[src/rtl/pc_pkg.sv]
// Shared definitions for the fetch-address generator.
//   - SRC_* : encoding of src_o, i.e. which selection produced the current addr_o.
//   - DEF_* : default parameter values used by pc_gen.
//   - clog2 : index width needed to address 'value' items, never less than 1.
package pc_pkg;

    localparam logic [2:0] SRC_RESET = 3'd0;
    localparam logic [2:0] SRC_SEQ   = 3'd1;
    localparam logic [2:0] SRC_EXC   = 3'd2;
    localparam logic [2:0] SRC_REDIR = 3'd3;
    localparam logic [2:0] SRC_PEND  = 3'd4;
    localparam logic [2:0] SRC_RAS   = 3'd5;

    localparam int DEF_PC_W        = 32;
    localparam int DEF_START_VALUE = 0;
    localparam int DEF_EXC_VECTOR  = 'h80;

    function automatic int clog2(input int value);
        int w;
        w = 1;
        for (int i = 1; i < 31; i++) begin
            if ((1 << i) < value) w = i + 1;
        end
        return w;
    endfunction

endpackage

[src/rtl/pc_ras.sv]
// Circular return-address stack.
//   clk_i, reset_i   : clock, asynchronous active-low reset
//   push_i           : push push_addr_i (when full, the oldest entry is overwritten)
//   push_addr_i      : return address to push
//   pop_i            : pop the top entry; on an empty stack only underflow_o pulses
//   top_o            : current top entry (valid when !empty_o)
//   empty_o, full_o  : count == 0 / count == DEPTH
//   underflow_o      : registered 1-cycle pulse after a pop on an empty stack
// Callers only assert push_i/pop_i on cycles the stack is allowed to change.
module pc_ras
    import pc_pkg::*;
#(
    parameter int PC_W  = 32,
    parameter int DEPTH = 8
) (
    input  logic            clk_i,
    input  logic            reset_i,
    input  logic            push_i,
    input  logic [PC_W-1:0] push_addr_i,
    input  logic            pop_i,
    output logic [PC_W-1:0] top_o,
    output logic            empty_o,
    output logic            full_o,
    output logic            underflow_o
);

    localparam int PTR_W = clog2(DEPTH);
    localparam int CNT_W = clog2(DEPTH + 1);

    logic [PC_W-1:0]  mem_q [DEPTH];
    logic [PTR_W-1:0] top_q;
    logic [PTR_W-1:0] top_inc;
    logic [CNT_W-1:0] count_q;
    logic             underflow_q;

    // DEPTH is a power of two, so the pointer wraps on its own; when full,
    // top+1 is exactly the oldest slot and gets overwritten.
    assign top_inc     = top_q + 1'b1;
    assign top_o       = mem_q[top_q];
    assign empty_o     = (count_q == '0);
    assign full_o      = (count_q == CNT_W'(DEPTH));
    assign underflow_o = underflow_q;

    always_ff @(posedge clk_i or negedge reset_i) begin
        if (!reset_i) begin
            top_q       <= '0;
            count_q     <= '0;
            underflow_q <= 1'b0;
            for (int i = 0; i < DEPTH; i++) mem_q[i] <= '0;
        end else begin
            underflow_q <= pop_i & empty_o;
            if (pop_i && !empty_o) begin
                // Push+pop together: the caller consumes the old top and the
                // push replaces it in place, so depth is unchanged.
                if (push_i) begin
                    mem_q[top_q] <= push_addr_i;
                end else begin
                    top_q   <= top_q - 1'b1;
                    count_q <= count_q - 1'b1;
                end
            end else if (push_i) begin
                mem_q[top_inc] <= push_addr_i;
                top_q          <= top_inc;
                if (!full_o) count_q <= count_q + 1'b1;
            end
        end
    end

endmodule

[src/rtl/pc_gen.sv]
// Fetch-address generator at the head of IF.
//   clk_i, reset_i   : clock, asynchronous active-low reset
//   enable_i         : 0 freezes all state and ignores every request
//   stall_i          : PC and RAS hold; redirects are captured as pending
//   exc_i            : load EXC_VECTOR (even while stalled), drop pending
//   redir_valid_i    : per-channel redirect request, channel 0 highest priority
//   redir_addr_i     : channel k target at [k*PC_W +: PC_W]
//   ras_push_i/_addr : call, push return address
//   ras_pop_i        : return, fetch from RAS top
//   addr_o, src_o    : current fetch PC and what produced it
//   pending_o        : a redirect is held awaiting stall release
//   ras_empty_o, ras_full_o, ras_underflow_o : RAS status
// Handshake: redirect channels are valid-only; a request is sampled on any
// enabled edge and is never back-pressured. During a stall it is captured
// into the pending register, otherwise it takes effect at the next edge.
module pc_gen
    import pc_pkg::*;
#(
    parameter int              PC_W        = DEF_PC_W,
    parameter logic [PC_W-1:0] START_VALUE = PC_W'(DEF_START_VALUE),
    parameter int              STEP        = 4,
    parameter int              N_REDIR     = 2,
    parameter int              RAS_DEPTH   = 8,
    parameter logic [PC_W-1:0] EXC_VECTOR  = PC_W'(DEF_EXC_VECTOR)
) (
    input  logic                    clk_i,
    input  logic                    reset_i,
    input  logic                    enable_i,
    input  logic                    stall_i,
    input  logic                    exc_i,
    input  logic [N_REDIR-1:0]      redir_valid_i,
    input  logic [N_REDIR*PC_W-1:0] redir_addr_i,
    input  logic                    ras_push_i,
    input  logic [PC_W-1:0]         ras_push_addr_i,
    input  logic                    ras_pop_i,
    output logic [PC_W-1:0]         addr_o,
    output logic [2:0]              src_o,
    output logic                    pending_o,
    output logic                    ras_empty_o,
    output logic                    ras_full_o,
    output logic                    ras_underflow_o
);

    localparam int              IDX_W      = clog2(N_REDIR);
    localparam logic [PC_W-1:0] ALIGN_MASK = ~(PC_W'(STEP) - 1'b1);

    logic [PC_W-1:0]  pc_q, pc_d;
    logic [2:0]       src_q, src_d;
    logic             pend_q, pend_d;
    logic [PC_W-1:0]  pend_addr_q, pend_addr_d;
    logic [IDX_W-1:0] pend_idx_q, pend_idx_d;

    logic             live_valid;
    logic [IDX_W-1:0] live_idx;
    logic [PC_W-1:0]  live_addr;
    logic             live_wins;

    logic             ras_push_en, ras_pop_en;
    logic [PC_W-1:0]  ras_top;
    logic             ras_empty;

    // Highest-priority live channel: scan downwards so the lowest index wins.
    always_comb begin
        live_valid = 1'b0;
        live_idx   = '0;
        live_addr  = '0;
        for (int k = N_REDIR - 1; k >= 0; k--) begin
            if (redir_valid_i[k]) begin
                live_valid = 1'b1;
                live_idx   = IDX_W'(k);
                live_addr  = redir_addr_i[k*PC_W +: PC_W] & ALIGN_MASK;
            end
        end
    end

    // A live redirect beats a held one when its priority is equal or higher;
    // the same test decides whether it overwrites pending during a stall.
    assign live_wins = live_valid && (!pend_q || (live_idx <= pend_idx_q));

    always_comb begin
        pc_d        = pc_q;
        src_d       = src_q;
        pend_d      = pend_q;
        pend_addr_d = pend_addr_q;
        pend_idx_d  = pend_idx_q;
        ras_push_en = 1'b0;
        ras_pop_en  = 1'b0;
        if (enable_i) begin
            if (exc_i) begin
                pc_d   = EXC_VECTOR;
                src_d  = SRC_EXC;
                pend_d = 1'b0;
            end else if (stall_i) begin
                if (live_wins) begin
                    pend_d      = 1'b1;
                    pend_addr_d = live_addr;
                    pend_idx_d  = live_idx;
                end
            end else begin
                pend_d = 1'b0;
                if (live_wins) begin
                    pc_d  = live_addr;
                    src_d = SRC_REDIR;
                end else if (pend_q) begin
                    pc_d  = pend_addr_q;
                    src_d = SRC_PEND;
                end else begin
                    // RAS only moves when nothing of higher priority redirected.
                    ras_push_en = ras_push_i;
                    ras_pop_en  = ras_pop_i;
                    if (ras_pop_i && !ras_empty) begin
                        pc_d  = ras_top;
                        src_d = SRC_RAS;
                    end else begin
                        pc_d  = pc_q + PC_W'(STEP);
                        src_d = SRC_SEQ;
                    end
                end
            end
        end
    end

    always_ff @(posedge clk_i or negedge reset_i) begin
        if (!reset_i) begin
            pc_q        <= START_VALUE;
            src_q       <= SRC_RESET;
            pend_q      <= 1'b0;
            pend_addr_q <= '0;
            pend_idx_q  <= '0;
        end else begin
            pc_q        <= pc_d;
            src_q       <= src_d;
            pend_q      <= pend_d;
            pend_addr_q <= pend_addr_d;
            pend_idx_q  <= pend_idx_d;
        end
    end

    pc_ras #(
        .PC_W  (PC_W),
        .DEPTH (RAS_DEPTH)
    ) u_ras (
        .clk_i       (clk_i),
        .reset_i     (reset_i),
        .push_i      (ras_push_en),
        .push_addr_i (ras_push_addr_i),
        .pop_i       (ras_pop_en),
        .top_o       (ras_top),
        .empty_o     (ras_empty),
        .full_o      (ras_full_o),
        .underflow_o (ras_underflow_o)
    );

    assign addr_o      = pc_q;
    assign src_o       = src_q;
    assign pending_o   = pend_q;
    assign ras_empty_o = ras_empty;

endmodule

[config.mk]
export PLATFORM = sky130hd
export DESIGN_NAME = pc_gen
export DESIGN_NICKNAME = d
export VERILOG_FILES = /design/src/rtl/pc_pkg.sv /design/src/rtl/pc_ras.sv /design/src/rtl/pc_gen.sv
export SDC_FILE = /design/constraint.sdc
export NUM_CORES = 1
export LEC_CHECK = 0
export BUFFER_PORTS_ARGS = -buffer_cell sky130_fd_sc_hd__clkbuf_2
export CORE_MARGIN = 5
export CORE_UTILIZATION = 40
export DETAILED_ROUTE_END_ITERATION = 10
export SYNTH_ARGS = -nofsm -noshare
export SYNTH_HDL_FRONTEND = slang
export SYNTH_SLANG_ARGS = --single-unit
[constraint.sdc]
create_clock -name clk_i -period 5.9 [get_ports clk_i]
set_input_delay 0.295 -clock clk_i [delete_from_list [all_inputs] [get_ports clk_i]]
set_output_delay 0.295 -clock clk_i [all_outputs]
set_load 0.005 [all_outputs]
==> results.cfg, run 1 <==
[placed_design]
port_buf_inserts = 139
final_gp_congestion = 0.8413
dpl.hpwl_um = 32280
placed_cell_area_um2 = 18020

[clock_network]
clkSinkCount = 331
gates_resized_cts_repair = 0
insertion_delay_ns = 0.55
root_buffer = sky130_fd_sc_hd__clkbuf_16
cts_max_path_buffers = 3
cts_inserted_buffers = 38
cts.htree.levels = 2
clkTransAtPathRegs_ns = 0.06
cts_tree = yes

[sta]
fmax_ghz = 0.2700
final_period_minus_worst_setup_slack_ns = 3.703
timing_hold_violations_final = 0
slew_headroom_pct = 25.44
setup-violations-final = 0
rsz0062_at_grt = false
hold_ws_ns = 0.08287
min_period_over_period_pct = 62.77
skew_ns = 0.01802
report.final.slew_viol_count = 0
timing_worst_slew_pin_value_ns = 1.115
timing.setup.tns_ns = 0

[power]
share_seq_of_total_power_pct = 39.7
leakage_power_figure_nw = 9.083
maximum_ir_drop_on_the_vdd_rail_uv = 235.2
netSwitchingFraction_pct = 33.68
clock_network_fraction_of_design_power_pct = 32.9
power.combinational.fraction_pct = 27.4
power_report.internal_total_mw = 4.751
p_sw_mw = 2.412
p_per_area_nw_per_um2 = 371.7

[critical_path]
worst-r2r-setup-slack_ns = 2.20
critical_path_peak_fanout = 24
critical_path.reg2reg.startpoint = pending_o$_DFFE_PN0P_
critPathCaptureType = flop
setup.worst_path.class = flop to flop
critPathArrivalTime_ns = 4.14
critPathLaunchType = flop
timing.rr.end = u_ras.mem_q[16]$_DFFE_PN0P_
critPathRequiredTime_ns = 6.34
crit_end = u_ras.mem_q[16]$_DFFE_PN0P_
setup.worst_path.start = pending_o$_DFFE_PN0P_
worst_r2r_path_depth = 7

[route]
dr.first_iter.drc_count = 1046
final_antenna_net_count = 0
detail_route.first_pass.iterations = 5
drt_wl_total_um = 49960
num_vias = 12289
routed_wire_length_per_instance_um = 24.43
route.detailed.vias_per_inst = 6.009
route.detailed.drc = 0

[floorplan]
fp-row-count = 75
chipHeight_um = 215.0
fp.dieArea_um2 = 46210
initial_core_util_pct = 40.24
ios = 144
core-area_um2 = 41760
chipWidth_um = 215.0

[global_route]
grt_max_degree = 118
first_global_vias = 12388
grt_first_pass_wirelength_um = 77560
track_usage_pct = 21.34
initial_antenna_violation_count = 6
grt_overflow = 0

[run]
maxCapViolations = 0

[logic_synthesis]
syn-num-nets = 1474
synth_seq_cells = 331
synth_adder_area_share_pct = 0.3723
synth-simple-area-share_pct = 7.312
synth_top_family_by_area = multiplexers
number_of_distinct_standard_cells_referenced_by_the_synthesized_netlist = 81
syn_area_per_cell_um2 = 12.32
synth-edff-count = 0
syn_inst = 1364
synth_sequential_area_ratio_pct = 49.29
synth_compound_gate_area_share_pct = 14.15
synth_flop_cell = sky130_fd_sc_hd__dfrtp_1
synth_warnings = 0
post_synth_mux_area_share_pct = 24.71
mappedNetlistArea_um2 = 16800
async_reset_ff_share_pct = 100.0
synth-xor-area-share_pct = 0.6255

[status]
outcome = complete, no violations

[layout]
finish.instance_area_um2 = 19270
layout_common_cells = sky130_fd_sc_hd__dfrtp_1, sky130_fd_sc_hd__mux2_2, sky130_fd_sc_hd__clkbuf_2
final_util_pct = 46.15
layout.cells.most_common = sky130_fd_sc_hd__dfrtp_1
fill_cells = 3775
final_net_count = 1588
fraction_of_final_layout_cells_sized_beyond_drive_strength_1_pct = 37.62
flow.area_growth_from_synthesis_pct = 14.68

[worst_hold_path]
hold_path_class = input pin to flop
## cell usage after synthesis, drive strengths merged, types with 19 or more instances
master  instances  share of area (%)
o221ai         27                1.4
buf            56                2.1
mux2          293                 21
o22ai          22               0.82
a22oi          37                1.7
o21ai          66                2.0
clkbuf         46                1.0
mux4           19                2.5
dfrtp         331                 49
nand2          81                1.8
nor2           33               0.75
nand3          20               0.63
a21oi          39                1.3
mux2i          20                1.2
## state kept, by name (all words and copies together), names as in the netlist
| signal | flops |
|---|---|
| u_ras.mem_q | 256 |
| addr_o | 32 |
| pend_addr_q | 30 |
| u_ras.count_q | 4 |
| src_o | 3 |
| u_ras.top_q | 3 |
| pend_idx_q | 1 |
| pending_o | 1 |
| u_ras.underflow_o | 1 |
## power groups by stage
stage,combinational [mW],clock [mW],sequential (mW)
2_1_floorplan,1.34,0,2.71
3_3_place_gp,1.93,0,2.86
3_5_place_dp,1.95,0,2.87
4_1_cts,1.96,2.41,2.83
5_1_grt,2.12,2.49,2.88
6_report,1.97,2.36,2.84
## worst max-delay path: stages (launching register included)
cell,delay (ns)
sky130_fd_sc_hd__dfrtp_1,0.35
sky130_fd_sc_hd__buf_4,0.30
sky130_fd_sc_hd__nand2b_1,0.26
sky130_fd_sc_hd__a211oi_4,0.99
sky130_fd_sc_hd__nand3_1,0.27
sky130_fd_sc_hd__a21oi_4,0.50
sky130_fd_sc_hd__buf_4,0.50
sky130_fd_sc_hd__mux2_2,0.39
## per-layer routing
layer  share of wire, %  wire [um]  GRT usage, %  vias to the layer above
met3                7.6       3787         5.291                       86
met1                 44      22080         29.42                     6335
li1                   -          -             -                     5424
met4                2.3       1147         6.506                        6
met2                 46      22910         33.53                      438
met5              0.056         28             0                        -
## cells by family (layout without fill, tap and decap cells)
logic type               Yosys count  after routing
adder cells (fa/ha/maj)            5              5
other                              0              4
XOR/XNOR                          12             12
AND/OR/NAND/NOR                  237            237
AO/OA/AOI/OAI                    327            327
multiplexers                     332            332
buffers and inverters            120            258
flip-flops                       331            331
## repair_timing
action / in CTS / in global routing
hold buffers: 1 / 0
hold endpoints to repair: 74 / 0
buffers inserted: 0 / 0
## per-stage QoR
stage          setup slack (ns)  power, mW  instances
3_3_place_gp              2.278      4.788       1976
5_1_grt                   2.064      7.487       2043
2_1_floorplan             2.817      4.053       1364
4_1_cts                   2.297      7.198       2041
3_5_place_dp              2.225      4.821       1976
6_report                  2.197      7.163       2045
## layout make-up
type | instances | area, um^2 | area share (%)
Tap cell | 539 | 674.4 | 3.500
Clock inverter | 13 | 171.4 | 0.8895
Timing Repair Buffer | 176 | 1011 | 5.246
Antenna cell | 4 | 10.01 | 0.05194
Multi-Input combinational cell | 913 | 7986 | 41.44
Clock buffer | 51 | 1061 | 5.506
Inverter | 18 | 67.56 | 0.3506
Sequential cell | 331 | 8289 | 43.01
## how the worst min path moves through the flow
| stage | startpoint | endpoint | slack (ns) | cells past startpoint |
|---|---|---|---|---|
| 2_1_floorplan | reset_i | addr_o[0]$_DFFE_PN0P_ | -0.0006 | 0 |
| 3_3_place_gp | reset_i | u_ras.underflow_o$_DFF_PN0_ | 0.33 | 1 |
| 3_5_place_dp | reset_i | u_ras.underflow_o$_DFF_PN0_ | 0.33 | 1 |
| 4_1_cts | ras_push_addr_i[7] | u_ras.mem_q[199]$_DFFE_PN0P_ | 0.05 | 2 |
| 5_1_grt | ras_push_addr_i[1] | u_ras.mem_q[97]$_DFFE_PN0P_ | 0.09 | 2 |
| 6_report | ras_push_addr_i[7] | u_ras.mem_q[199]$_DFFE_PN0P_ | 0.08 | 2 |
Power figures use the tool's default switching activity.
==> run 2: changes to the inputs <==
==> constraint.sdc (replaced) <==
create_clock -name clk_i -period 3.34 [get_ports clk_i]
set_input_delay 0.167 -clock clk_i [delete_from_list [all_inputs] [get_ports clk_i]]
set_output_delay 0.167 -clock clk_i [all_outputs]
set_load 0.005 [all_outputs]
==> results.cfg, run 2 (synthesis results as in run 1) <==
[status]
outcome = complete, no violations

[floorplan]
fp-row-count = 75
core-area_um2 = 41760
fp.dieArea_um2 = 46210
chipHeight_um = 215.0
initial_core_util_pct = 40.24
chipWidth_um = 215.0
ios = 144

[sta]
timing_worst_slew_pin_value_ns = 1.227
timing.setup.tns_ns = 0
timing_hold_violations_final = 0
rsz0062_at_grt = false
fmax_ghz = 0.3524
final_period_minus_worst_setup_slack_ns = 2.838
report.final.slew_viol_count = 0
min_period_over_period_pct = 84.96
skew_ns = 0.01605
setup_slack_ns = 0.5023
slew_headroom_pct = 18.03
setup-violations-final = 0
hold_ws_ns = 0.009674

[placed_design]
dp_cells = 2006
port_buf_inserts = 139
dpl.hpwl_um = 33810
place_ws_ns = 0.5365
final_gp_congestion = 0.8943

[clock_network]
ctsHoldBuffers = 30
cts_max_path_buffers = 3
gates_resized_cts_repair = 0
cts_inserted_buffers = 38
cts.htree.levels = 2
cts_tree = yes
clkTransAtPathRegs_ns = 0.06
root_buffer = sky130_fd_sc_hd__clkbuf_16
post-cts-setup-buffer-count = 0
insertion_delay_ns = 0.52
clkSinkCount = 331

[layout]
fraction_of_final_layout_cells_sized_beyond_drive_strength_1_pct = 38.31
flow.area_growth_from_synthesis_pct = 18.65
final_util_pct = 47.75
fin_cells = 2108
layout.cells.most_common = sky130_fd_sc_hd__dfrtp_1
largest_register = u_ras.mem_q
layout_common_cells = sky130_fd_sc_hd__dfrtp_1, sky130_fd_sc_hd__mux2_2, sky130_fd_sc_hd__clkbuf_2
final_net_count = 1647
largest_register_ffs = 256

[critical_path]
critical_path_peak_fanout = 21
critical_path.cell_chain = dlygate4sd3_1, clkbuf_2, or3b_4, a211o_1, o2111ai_1, a21o_2, buf_4, mux2_4
critPathLaunchType = input pin
critPathCaptureType = flop
critPathRequiredTime_ns = 3.74
critPathArrivalTime_ns = 3.24
critical_path_max_stage_delay_ns = 0.55
setup.worst_path.class = input pin to flop
worst_path_max_delay_cell = sky130_fd_sc_hd__or3b_4

[power]
p_sw_mw = 4.225
power_report.internal_total_mw = 8.646
maximum_ir_drop_on_the_vdd_rail_uv = 327.6
p_per_area_nw_per_um2 = 645.6
netSwitchingFraction_pct = 32.82
leakage_power_figure_nw = 9.430
clock_network_fraction_of_design_power_pct = 32.7
share_seq_of_total_power_pct = 38.5
power.combinational.fraction_pct = 28.8

[global_route]
groute.layer.met2.usage_pct = 33.81
track_usage_pct = 21.28
grt.busiest_layer = met2
grt_first_pass_wirelength_um = 78120
grt_max_degree = 102
grt_overflow = 0
initial_antenna_violation_count = 4
first_global_vias = 12630
gr-usage-met3_pct = 5.094
grt.met1_usage_pct = 29.20

[run]
maxCapViolations = 0

[worst_hold_path]
hold_path_class = input pin to flop

[route]
route.detailed.drc = 0
routed_wire_length_per_instance_um = 23.78
route.detailed.vias_per_inst = 5.880
dr.first_iter.drc_count = 942
drt_wl_total_um = 50130
detail_route.first_pass.iterations = 5
num_vias = 12395
final_antenna_net_count = 0
## run 2: changes by cell type in the layout (fill, tap and decap cells not counted), sizes merged
cell and change:
bufinv -2, clkbuf +10, buf +30, inv -1, diode -1, clkinvlp -2
dlygate4sd3 +29
## run 2: critical path, delay by kind of cell
family / cells / cell delay [ns]
compound gates: 3 / 1.13
mux: 1 / 0.33
buf+inv: 3 / 1.05
simple gates: 1 / 0.55
## run 2: path summary, 6_finish.rpt
path | start | endpoint | slack (ns) | depth (start not counted)
setup / recovery | enable_i | u_ras.mem_q[142]$_DFFE_PN0P_ | 0.50 | 8
hold / removal | redir_addr_i[13] | pend_addr_q[13]$_DFFE_PN0P_ | 0.01 | 3
setup reg to reg | pending_o$_DFFE_PN0P_ | u_ras.mem_q[142]$_DFFE_PN0P_ | 0.54 | 7
hold reg to reg | pend_addr_q[9]$_DFFE_PN0P_ | pend_addr_q[9]$_DFFE_PN0P_ | 0.47 | 2
max in group asynchronous | reset_i | u_ras.mem_q[35]$_DFFE_PN0P_ | 2.05 | 3
min in group asynchronous | reset_i | addr_o[24]$_DFFE_PN0P_ | 0.28 | 2
## run 2: power by group through the flow
stage / combinational [mW] / clock (mW) / sequential (mW)
after global placement: 3.61 / 0 / 4.98
after detailed placement: 3.65 / 0 / 5.00
after global routing: 3.98 / 4.49 / 5.01
after CTS: 3.69 / 4.30 / 4.94
final: 3.71 / 4.22 / 4.95
after floorplan: 2.37 / 0 / 4.79
## run 2: metal layers
metal  share of wire (%)  vias up
li1                    -     5552
met1                  44     6325
met2                  46      435
met3                 7.0       81
met4                 2.7        2
met5               0.026        -
## run 2: final cells by class
type | count | area, um^2
Sequential cell | 331 | 8289
Timing Repair Buffer | 235 | 1627
Fill cell | 3705 | 21820
Clock buffer | 61 | 1221
Inverter | 18 | 67.56
Clock inverter | 8 | 65.06
Multi-Input combinational cell | 913 | 7986
Tap cell | 539 | 674.4
Antenna cell | 3 | 7.507
## run 2: metrics by stage
| stage | instance area (um^2) | total power [mW] |
|---|---|---|
| after floorplan | 16800 | 7.160 |
| after global placement | 18340 | 8.589 |
| after detailed placement | 18340 | 8.655 |
| after CTS | 19930 | 12.93 |
| after global routing | 19930 | 13.47 |
| final | 19940 | 12.87 |
==> run 3: changes to the inputs <==
==> constraint.sdc (replaced) <==
create_clock -name clk_i -period 2.6 [get_ports clk_i]
set_input_delay 0.13 -clock clk_i [delete_from_list [all_inputs] [get_ports clk_i]]
set_output_delay 0.13 -clock clk_i [all_outputs]
set_load 0.005 [all_outputs]
==> results.cfg, run 3 (synthesis results as in run 1) <==
[status]
outcome = finished with violations
violations = hold timing

[sta]
fmax_ghz = 0.4050
timing.setup.tns_ns = 0
timing_worst_slew_pin_value_ns = 0.8060
timing_hold_violations_final = 1
min_period_over_period_pct = 94.96
rsz0062_at_grt = false
slew_headroom_pct = 46.14
skew_ns = 0.01437
hold_ws_ns = -0.002383
report.final.slew_viol_count = 0
setup_slack_ns = 0.1312
setup-violations-final = 0
final_period_minus_worst_setup_slack_ns = 2.469

[critical_path]
critPathCaptureType = flop
critical_path.cell_chain = inv_1, ha_1, nand2b_1, nor2_1, o21ai_0, a21oi_4, buf_12, mux2_2
timing.rr.end = u_ras.mem_q[118]$_DFFE_PN0P_
path_buf_inv = 2
critical_path_peak_fanout = 15
critPathLaunchType = flop
critical_path_max_stage_delay_ns = 0.55
setup.worst_path.class = flop to flop
worst_r2r_path_depth = 8
critPathRequiredTime_ns = 3.01
worst_path_max_delay_cell = sky130_fd_sc_hd__dfrtp_2
critical_path.reg2reg.startpoint = u_ras.top_q[0]$_DFFE_PN0P_
critPathArrivalTime_ns = 2.88
timing.critical_path.max_delay_family = flip-flops
worst-r2r-setup-slack_ns = 0.13

[layout]
layout.cells.most_common = sky130_fd_sc_hd__dfrtp_1
largest_register_ffs = 256
flow.area_growth_from_synthesis_pct = 23.18
final_net_count = 1723
largest_register = u_ras.mem_q
layout_common_cells = sky130_fd_sc_hd__dfrtp_1, sky130_fd_sc_hd__mux2_2, sky130_fd_sc_hd__clkbuf_2
fraction_of_final_layout_cells_sized_beyond_drive_strength_1_pct = 38.66

[global_route]
grt_first_pass_wirelength_um = 80340
first_global_vias = 13191
grt_overflow = 0
grt_max_degree = 77
initial_antenna_violation_count = 4
track_usage_pct = 21.79

[worst_hold_path]
worst_hold_path.num_cells = 3
worst_hold_startpoint = redir_addr_i[12]
hold_path_end = pend_addr_q[12]$_DFFE_PN0P_
hold_path_class = input pin to flop

[placed_design]
final_gp_congestion = 0.8974
port_buf_inserts = 139
dpl.hpwl_um = 34790
place_ws_ns = 0.05687

[route]
dr.first_iter.drc_count = 1026
final_antenna_net_count = 0
routed_wire_length_per_instance_um = 23.47
num_vias = 12794
route.detailed.drc = 0
drt_wl_total_um = 51210
detail_route.first_pass.iterations = 7
route.detailed.vias_per_inst = 5.863

[floorplan]
chipWidth_um = 215.0
initial_core_util_pct = 40.24
core-area_um2 = 41760
ios = 144
chipHeight_um = 215.0
fp.dieArea_um2 = 46210
fp-row-count = 75

[run]
maxCapViolations = 0

[clock_network]
cts.htree.levels = 2
clkTransAtPathRegs_ns = 0.06
root_buffer = sky130_fd_sc_hd__clkbuf_16
cts_inserted_buffers = 37
insertion_delay_ns = 0.54
post-cts-setup-buffer-count = 0
cts_max_path_buffers = 3
cts_tree = yes
clkSinkCount = 331

[power]
p_per_area_nw_per_um2 = 798.3
maximum_ir_drop_on_the_vdd_rail_uv = 403.5
fin_total_pwr_mw = 16.52
leakage_power_figure_nw = 9.766
==> run 3: cell types whose count changed in the layout (fill, tap and decap cells not counted), sizes merged <==
| cell | before | now |
|---|---|---|
| clkbuf | 199 | 193 |
| buf | 67 | 102 |
| clkinvlp | 0 | 1 |
| dlygate4sd3 | 30 | 72 |
| inv | 17 | 19 |
==> run 3: repair_timing <==
item | in CTS | in global routing
setup endpoints to repair | 0 | 55
resized for setup | 0 | 2
hold endpoints to repair | 346 | 0
hold buffers | 72 | 0
==> run 3: report_power, final <==
group / internal (mW) / total (mW) / switching, mW
clock network: 3.08 / 5.20 / 2.12
registers: 5.80 / 6.30 / 0.506
logic: 2.19 / 5.03 / 2.83
==> run 3: worst max-delay path by stage <==
stage                                         endpoint  cells after the start                          from
after floorplan           u_ras.mem_q[225]$_DFFE_PN0P_                     13    u_ras.top_q[0]$_DFFE_PN0P_
after global placement     u_ras.mem_q[55]$_DFFE_PN0P_                      6  u_ras.count_q[1]$_DFFE_PN0P_
after detailed placement   u_ras.mem_q[59]$_DFFE_PN0P_                      6  u_ras.count_q[1]$_DFFE_PN0P_
after CTS                  u_ras.mem_q[59]$_DFFE_PN0P_                      6  u_ras.count_q[1]$_DFFE_PN0P_
after global routing      u_ras.mem_q[118]$_DFFE_PN0P_                      8    u_ras.top_q[0]$_DFFE_PN0P_
final                     u_ras.mem_q[118]$_DFFE_PN0P_                      8    u_ras.top_q[0]$_DFFE_PN0P_
==> run 3: worst reg2reg max path, delay by kind of cell, from the launching register on <==
family                     cells  cell delay, ns
adders and majority gates      1            0.44
and+or+nand+nor                2            0.30
buffers and inverters          2            0.32
AOI/OAI and AO/OA              2            0.38
muxes                          1            0.36
DFF                            1            0.55
==> run 3: area by class of cell <==
type,instances,area (um^2)
antenna,3,7.507
multi-input combinational,913,7994
timing repair buffer,312,2460
clock buffer,55,1116
clock inverter,11,90.09
sequential,331,8289
fill,3609,21060
tap,539,674.4
inverter,18,67.56
==> run 3: stage by stage <==
stage | utilization [%] | area [um^2] | std cells
after floorplan | - | 16850 | 1364
after global placement | 44.92 | 18760 | 2041
after detailed placement | 44.92 | 18760 | 2041
after CTS | 49.53 | 20680 | 2179
after global routing | 49.56 | 20690 | 2180
final | 49.57 | 20700 | 2182
==> run 3: layer usage <==
layer	vias up	global-route usage, %	part of all wire (%)
li1	5702	-	-
met1	6510	30.07	44
met2	505	35.72	47
met3	75	4.447	6.9
met4	2	5.046	2.0
met5	-	0	0.025
